==> src/rtl/sweep_pkg.sv <==
// Shared types and default sizes for the breadboard sweeper.
package sweep_pkg;

  localparam int DEF_N_IN        = 4;
  localparam int DEF_N_OUT       = 10;
  localparam int DEF_SETTLE      = 3;
  localparam int DEF_TABLE_DEPTH = 2 ** DEF_N_IN;

  typedef enum logic [1:0] {
    S_IDLE    = 2'd0,
    S_SETTLE  = 2'd1,
    S_CAPTURE = 2'd2,
    S_DONE    = 2'd3
  } sweep_state_e;

endpackage

==> src/rtl/sweep_table.sv <==
// Response table: one write port, one registered read port, async clear.
// A same-cycle read and write to one entry returns the old contents.
module sweep_table #(
  parameter int ADDR_W = 4,
  parameter int DATA_W = 10
) (
  input  logic              clk,
  input  logic              rst,
  input  logic              we,
  input  logic [ADDR_W-1:0] waddr,
  input  logic [DATA_W-1:0] wdata,
  input  logic [ADDR_W-1:0] rd_addr,
  output logic [DATA_W-1:0] rd_data
);

  localparam int DEPTH = 2 ** ADDR_W;

  logic [DATA_W-1:0] mem [DEPTH];

  always_ff @(posedge clk or posedge rst) begin
    if (rst) begin
      for (int i = 0; i < DEPTH; i++) begin
        mem[i] <= '0;
      end
      rd_data <= '0;
    end else begin
      if (we) begin
        mem[waddr] <= wdata;
      end
      rd_data <= mem[rd_addr];
    end
  end

endmodule

==> src/rtl/breadboard_sweeper.sv <==
// On-chip exhaustive sweep of a combinational block: drive each input vector,
// settle, capture. Optional macro SWEEP_SIGNATURE_EN adds a rotate-XOR signature.
//
// Handshake: start is a level sampled only in S_IDLE (no queuing); busy is high
// in S_SETTLE/S_CAPTURE; done is a one-cycle pulse in S_DONE right after busy.
module breadboard_sweeper
  import sweep_pkg::*;
#(
  parameter int N_IN   = DEF_N_IN,
  parameter int N_OUT  = DEF_N_OUT,
  parameter int SETTLE = DEF_SETTLE
) (
  input  logic              clk,
  input  logic              rst,
  input  logic              start,
  output logic [N_IN-1:0]   stim,
  input  logic [N_OUT-1:0]  resp,
  output logic              busy,
  output logic              done,
  input  logic [N_IN-1:0]   rd_addr,
  output sweep_state_e      state_dbg,
  output logic [N_OUT-1:0]  rd_data
`ifdef SWEEP_SIGNATURE_EN
  ,
  output logic [N_OUT-1:0]  sig
`endif
);

  localparam int CNT_W = (SETTLE > 1) ? $clog2(SETTLE) : 1;
  localparam logic [CNT_W-1:0] CNT_LOAD = CNT_W'(SETTLE - 1);
  localparam logic [CNT_W-1:0] CNT_ONE  = CNT_W'(1);
  localparam logic [N_IN-1:0]  IDX_ONE  = N_IN'(1);
  localparam logic [N_IN-1:0]  IDX_LAST = N_IN'((2 ** N_IN) - 1);

  sweep_state_e     state;
  sweep_state_e     state_next;
  logic [N_IN-1:0]  idx;
  logic [CNT_W-1:0] cnt;
  logic             table_we;

  // State register
  always_ff @(posedge clk or posedge rst) begin
    if (rst) begin
      state <= S_IDLE;
    end else begin
      state <= state_next;
    end
  end

  // Next-state logic
  always_comb begin
    state_next = state;
    case (state)
      S_IDLE:    if (start) state_next = S_SETTLE;
      S_SETTLE:  if (cnt == '0) state_next = S_CAPTURE;
      S_CAPTURE: state_next = (idx == IDX_LAST) ? S_DONE : S_SETTLE;
      S_DONE:    state_next = S_IDLE;
      default:   state_next = S_IDLE;
    endcase
  end

  // FSM outputs
  always_comb begin
    busy      = (state == S_SETTLE) || (state == S_CAPTURE);
    done      = (state == S_DONE);
    table_we  = (state == S_CAPTURE);
    state_dbg = state;
  end

  // Vector index, settle counter and driven stimulus; stim only moves when a
  // new vector begins, so it is stable for all SETTLE+1 cycles of a vector.
  always_ff @(posedge clk or posedge rst) begin
    if (rst) begin
      idx  <= '0;
      cnt  <= '0;
      stim <= '0;
    end else begin
      case (state)
        S_IDLE: begin
          stim <= '0;
          if (start) begin
            idx <= '0;
            cnt <= CNT_LOAD;
          end
        end
        S_SETTLE: begin
          if (cnt != '0) cnt <= cnt - CNT_ONE;
        end
        S_CAPTURE: begin
          if (idx != IDX_LAST) begin
            idx  <= idx + IDX_ONE;
            stim <= idx + IDX_ONE;
            cnt  <= CNT_LOAD;
          end
        end
        S_DONE: begin
          idx  <= '0;
          stim <= '0;
        end
        default: begin
          stim <= '0;
        end
      endcase
    end
  end

`ifdef SWEEP_SIGNATURE_EN
  always_ff @(posedge clk or posedge rst) begin
    if (rst) begin
      sig <= '0;
    end else if ((state == S_IDLE) && start) begin
      sig <= '0;
    end else if (state == S_CAPTURE) begin
      sig <= {sig[N_OUT-2:0], sig[N_OUT-1]} ^ resp;
    end
  end
`endif

  sweep_table #(
    .ADDR_W (N_IN),
    .DATA_W (N_OUT)
  ) u_table (
    .clk     (clk),
    .rst     (rst),
    .we      (table_we),
    .waddr   (idx),
    .wdata   (resp),
    .rd_addr (rd_addr),
    .rd_data (rd_data)
  );

endmodule

==> config.mk <==
export PLATFORM = sky130hd
export DESIGN_NAME = breadboard_sweeper
export DESIGN_NICKNAME = d
export VERILOG_FILES = /design/src/rtl/sweep_pkg.sv /design/src/rtl/sweep_table.sv /design/src/rtl/breadboard_sweeper.sv
export SDC_FILE = /design/constraint.sdc
export NUM_CORES = 1
export LEC_CHECK = 0
export ABC_CLOCK_PERIOD_IN_PS = 6600
export BUFFER_PORTS_ARGS = -buffer_cell sky130_fd_sc_hd__buf_2
export CAP_MARGIN = 20
export CORE_MARGIN = 2
export CORE_UTILIZATION = 55
export CTS_CLUSTER_SIZE = 30
export DETAILED_ROUTE_END_ITERATION = 16
export PLACE_DENSITY = 0.8
export SYNTH_ARGS = -nofsm -noshare
export SYNTH_HDL_FRONTEND = slang
export SYNTH_SLANG_ARGS = --single-unit
==> constraint.sdc <==
create_clock -name clk -period 6.6 [get_ports clk]
set_input_delay 1.32 -clock clk [delete_from_list [all_inputs] [get_ports clk]]
set_output_delay 1.32 -clock clk [all_outputs]
set_load 0.02 [all_outputs]
-- Yosys cells after proc, flatten, opt, wreduce, memory -nomap -nowiden
Index checks and enable logic that the tools add are counted.
- register bits after elaboration: 182
- output and inout bits: 18
- add/sub/neg operators: 2
- magnitude comparators: 3
- eq/ne operators: 9
- muxes and demuxes: 18
- bitwise operators: 2
- reductions and logical operators: 13
- operators with widths (operator ; count):
    160-bit bitwise mux ; 1
    10-bit binary-select mux with 4-bit select ; 1
    10-bit demux with 4-bit select ; 1
    10-bit two-way mux ; 3
    2-bit two-way mux ; 6
    4-bit one-hot mux with 3 select lines ; 1
    5-bit greater-or-equal comparator, second input constant ; 2
    4-bit inverter with 5-bit output ; 2
    4-bit two-way mux ; 2
    2-bit one-hot mux with 4 select lines ; 1
    4-bit one-hot mux with 2 select lines ; 1
    2-bit one-hot mux with 3 select lines ; 1
    3-bit nonzero test ; 2
    5-bit by 1-bit < comparator with 1-bit output, second input constant ; 1
    4-bit by 1-bit adder with 4-bit output, second input constant ; 1
    2-bit == test, second input constant ; 2
    4-bit == test, second input constant ; 1
    2-bit zero test ; 2
    2-bit by 1-bit inequality test with 1-bit output, second input constant ; 2
    2-bit inequality test, second input constant ; 2
    4-bit inequality test, second input constant ; 1
    2-bit AND reduction ; 2
    4-bit AND reduction ; 1
    2-bit nonzero test ; 2
    other kinds (6) ; 6

-- Longest topological paths before layout
- depth after elaboration: 6
- depth in mapped cells: 7

-- By module
A second synthesis with hierarchy kept.
- cell total of the unflattened synthesis: 530
- area, all modules: 8194.1 um^2
- modules (own cells, without submodules) (module ; instances ; cells each ; area an instance (um^2)):
    sweep_table ; 1 ; 457 ; 7458.4
    breadboard_sweeper ; 1 ; 73 ; 735.7

-- Worst setup path before layout
OpenSTA, ideal clock, no wires.
- path kind: input -> register
- from: in rd_addr[0]
- to: reg u_table.rd_data[8]
- arrival: 2.432 ns
- required time: 6.476 ns
- setup slack: 4.044 ns
- stages on the path: 5
- buffers on the path: 2
- cell sequence: clkbuf_1 buf_4 mux4_2 a22oi_1 nand2_1
- longest elaborated chain between the ends: 4
- RTL lines (element ; RTL line ; RTL):
    from (decl) ; breadboard_sweeper.sv:20 ; input logic [N_IN-1:0] rd_addr,
    4-bit inverter with 5-bit output (not written as such) ; sweep_table.sv:30 ; rd_data <= mem[rd_addr];
    10-bit binary-select mux with 4-bit select ; sweep_table.sv:30 ;
    10-bit two-way mux (not written as such) (2 in a row) ; sweep_table.sv:30 ;
    to (signal assigned) ; sweep_table.sv:30 ;
    to (decl) ; sweep_table.sv:13 ; output logic [DATA_W-1:0] rd_data
Every way passes these cells. The select of a mux whose other input is x is not followed.
A chain may end at the register's enable or synchronous reset.

-- Worst setup path after layout
- from: reg state[0] (netlist: state_dbg[0])
- to: out busy
- longest elaborated chain between the ends: 2
- elaborated cells between the ends (all ways): 3
- RTL lines (element ; RTL line ; RTL):
    from (decl) ; breadboard_sweeper.sv:35 ; sweep_state_e state;
    from (signal assigned) ; breadboard_sweeper.sv:46 ; state <= state_next;
    2-bit by 1-bit == test with 1-bit output or 2-bit == test (tied branches) ; breadboard_sweeper.sv:64 ; busy = (state == S_SETTLE) || (state == S_CAPTURE);
    1-bit logical OR * ; breadboard_sweeper.sv:64 ;
    to (decl) ; breadboard_sweeper.sv:18 ; output logic busy,
Every way passes the cells marked *; elsewhere a longest branch is shown, timed or not.

==> key figures <==
Logic synthesis
  • Top-count cell post-synth: dfrtp_1
  • Yosys reg bits: ~180
  • Top_reg_cell synth: dfrtp_1
  • Sequential share of the synthesized area: 55.6%
  • Syn Std Cell Area: between 8000 and 9000 µm²
  • Top cells by count, synth: dfrtp_1, mux2_2, nand2_1, mux4_2, a22oi_1
  • Share of the synthesized area in the top cell type: between 50% and 60%
  • Synth area leaders: dfrtp_1, mux2_2, mux4_2, nand2_1, a22oi_1
  • Post-synth cell types: 37
  • Synth Instances: 554
  • Number of synthesized flops with an enable pin: 0
  • Syn avg cell area: 14.8 µm²
  • YS warnings: 0
  • Synth area leader: dfrtp_1
  • Syn_nets: 582
  • Async set or reset register ratio after synthesis: 100%

Setup path
  • CP Launch Point: state_dbg[0]
  • Element type at the critical path start: register
  • Slowest CP cell: dfrtp_1
  • CP max FO: 6
  • Kind of critical path: register to output port
  • CP max stage delay: ~450 ps
  • Critical Path RT: between 5000 and 6000 ps
  • Worst r2r src: state_dbg[0]
  • Crit. End Element: output port
  • WP data arrival: between 1500 and 2000 ps
  • CP cell instances: inv_1 -> ha_1 -> buf_2

GRT
  • Initial antenna violation count: 0
  • First-pass GRT wire length: roughly 28,000 µm
  • Vias in the first global route: between 5,000 and 6,000
  • Largest net degree at the start of global routing: roughly 110
  • GRT Resource Usage Total: 23.5%
  • Total gr overflow: 0

Timing
  • Final period utilization: roughly 44%
  • Tmin final: between 2000 and 3000 ps
  • Final hold vios: 0
  • Least-Margin Pin Slew: around 1100 ps
  • Rel. slew slack: between 20% and 30%
  • Finish-stage setup viols: 0
  • Clk_skew: approximately 12 ps
  • Fin. max-slew vios: 0
  • Setup TNS: 0 ps
  • RSZ-0062 raised after global routing: false
  • Fmax: about 350 MHz

Clock network
  • Post-CTS Hold Buffers: 0
  • Clock Tree Buf Depth: 2
  • Clock Pin Slew Worst Setup and Hold Paths: 70 ps
  • CTS buffer count: 17
  • Clock sinks: about 180
  • Clk_lat worst skew: roughly 430 ps
  • Root Driver: clkbuf_16
  • CTS tree: done
  • Cts repair resizes: 0
  • H-tree depth: 4
  • # Post-CTS Setup Buffers: 0

Placed design
  • HPWL after DPL: 10,400 µm
  • IO Port Bufs: 34
  • GP Congestion: 0.763

Detailed routing
  • ANT nets after route: 0
  • Pre-Repair DR Iteration Count: 4
  • Iter 0 DRT Violations: 297
  • Vias per cell: around 6.1
  • DR vias: 4,689
  • Routed wire per std cell: between 20 and 25 µm
  • DRT Wirelength: 17,200 µm
  • Drt drc: 0

Job
  • MaxCap Viol Count: 0

Hold path
  • Min-delay src: u_table.mem[0]
  • Hold Path Class: register to register

Floorplan
  • Die width: around 130 µm
  • Core Region: 14,500 µm²
  • Die Ht: about 130 µm
  • Initial core utilization: 56.3%
  • Row count: 44
  • Die Area: between 15,000 and 20,000 µm²
  • Ports: 35

Power
  • Power share of the combinational group: roughly 20%
  • P_leak: roughly 3.9 nW
  • PwrDens: 339 nW/µm²
  • Clock share of power: between 30% and 40%
  • Sw Pwr: just over 0.8 mW
  • Cell Int Power: 2.26 mW
  • VDD IR max: approximately 0.18 mV
  • Sw frac: a little over a quarter
  • Flop pwr share: 45.5%

Run status
  • Status: finished, final reports clean

Finish
  • Fillers: around 1,100
  • Area delta synth->final: 10.8%
  • Nets@finish: 603
  • Diode count: 0
  • Register Area: 4550 µm²
  • Fraction of layout cells with a size suffix above 1: roughly 45%
  • Area of the multi-input gates: roughly 3400 µm²
  • Core Util, Final: ~62%
## logic make-up after synthesis
group | count (synthesis) | synth area share (%)
and+or+nand+nor | 87 | 5.17
xor gates and xnor gates | 1 | 0.107
muxes | 191 | 31.8
buffers and inverters | 43 | 2.44
adders and majority gates | 11 | 1.68
AOI/OAI and AO/OA | 39 | 3.21
DFF | 182 | 55.6
## power by group through the flow
stage / logic [mW] / registers [mW] / clock network, mW
after floorplan: 0.459 / 1.41 / 0
after global placement: 0.584 / 1.40 / 0
after detailed placement: 0.614 / 1.41 / 0
after CTS: 0.618 / 1.40 / 1.08
after global routing: 0.672 / 1.42 / 1.13
final: 0.612 / 1.40 / 1.06
## layer usage
metal	vias up	wire, µm	global-route usage (%)
met5	-	0	0
met4	0	337	7.63
met3	19	996	5.06
met2	113	8510	37.0
met1	2489	7380	33.3
li1	2068	-	-
## area by class of cell
cell class              count  share of cell area [%]
flip-flops and latches    182                    50.2
inverters                   9                   0.428
clock inverters             7                    1.27
repair buffers             36                    2.04
multi-input cells         329                    37.8
clock buffers              25                    5.68
well taps                 184                    2.54
## worst paths after layout
path,end,slack (ps),cells after the start
worst min-delay path,u_table.mem[0],480,2
worst max register to register,u_table.mem[153],3900,5
worst max-delay path,busy,3710,3
min in group asynchronous,u_table.mem[158],1100,2
max in group asynchronous,u_table.mem[149],4030,3
worst min register to register,u_table.mem[0],480,2
## stage by stage
stage               total power [mW]  hold WS (ps)  setup WS, ps  cell area [µm²]  std cells
floorplan                       1.87           441           336             8190        554
global placement                1.98           452          3380             8440        740
detailed placement              2.03           458          3370             8440        740
CTS                             3.09           474          3690             9070        772
global route                    3.22           507          3610             9070        772
finish                          3.07           477          3710             9070        772
## sequential cells by signal, summed over array words and instances (netlist names)
signal / flops
cnt: 2
idx: 4
state_dbg: 2
stim: 4
u_table.mem: 160
u_table.rd_data: 10
## worst max-delay path, delay by kind of cell, from the launching register on
kind	cells	cell delay [ps]
DFF	1	450
adders and majority gates	1	370
buffers and inverters	2	310
## cell usage in the layout (no fill, tap or decap), drive strengths merged, types with 2 or more instances in the layout
master and n:
clkbuf 25, buf 36, a22o 2, and2 4, a22oi 21, nand2 59
mux2 151, nor2 4, bufinv 3, o21ai 11, inv 9, dfrtp 182
clkinvlp 2, clkinv 2, or2 2, nand3 2, nor2b 6, a21oi 2
ha 11, mux4 40, and3 2
(Power assumes the default switching activity.)
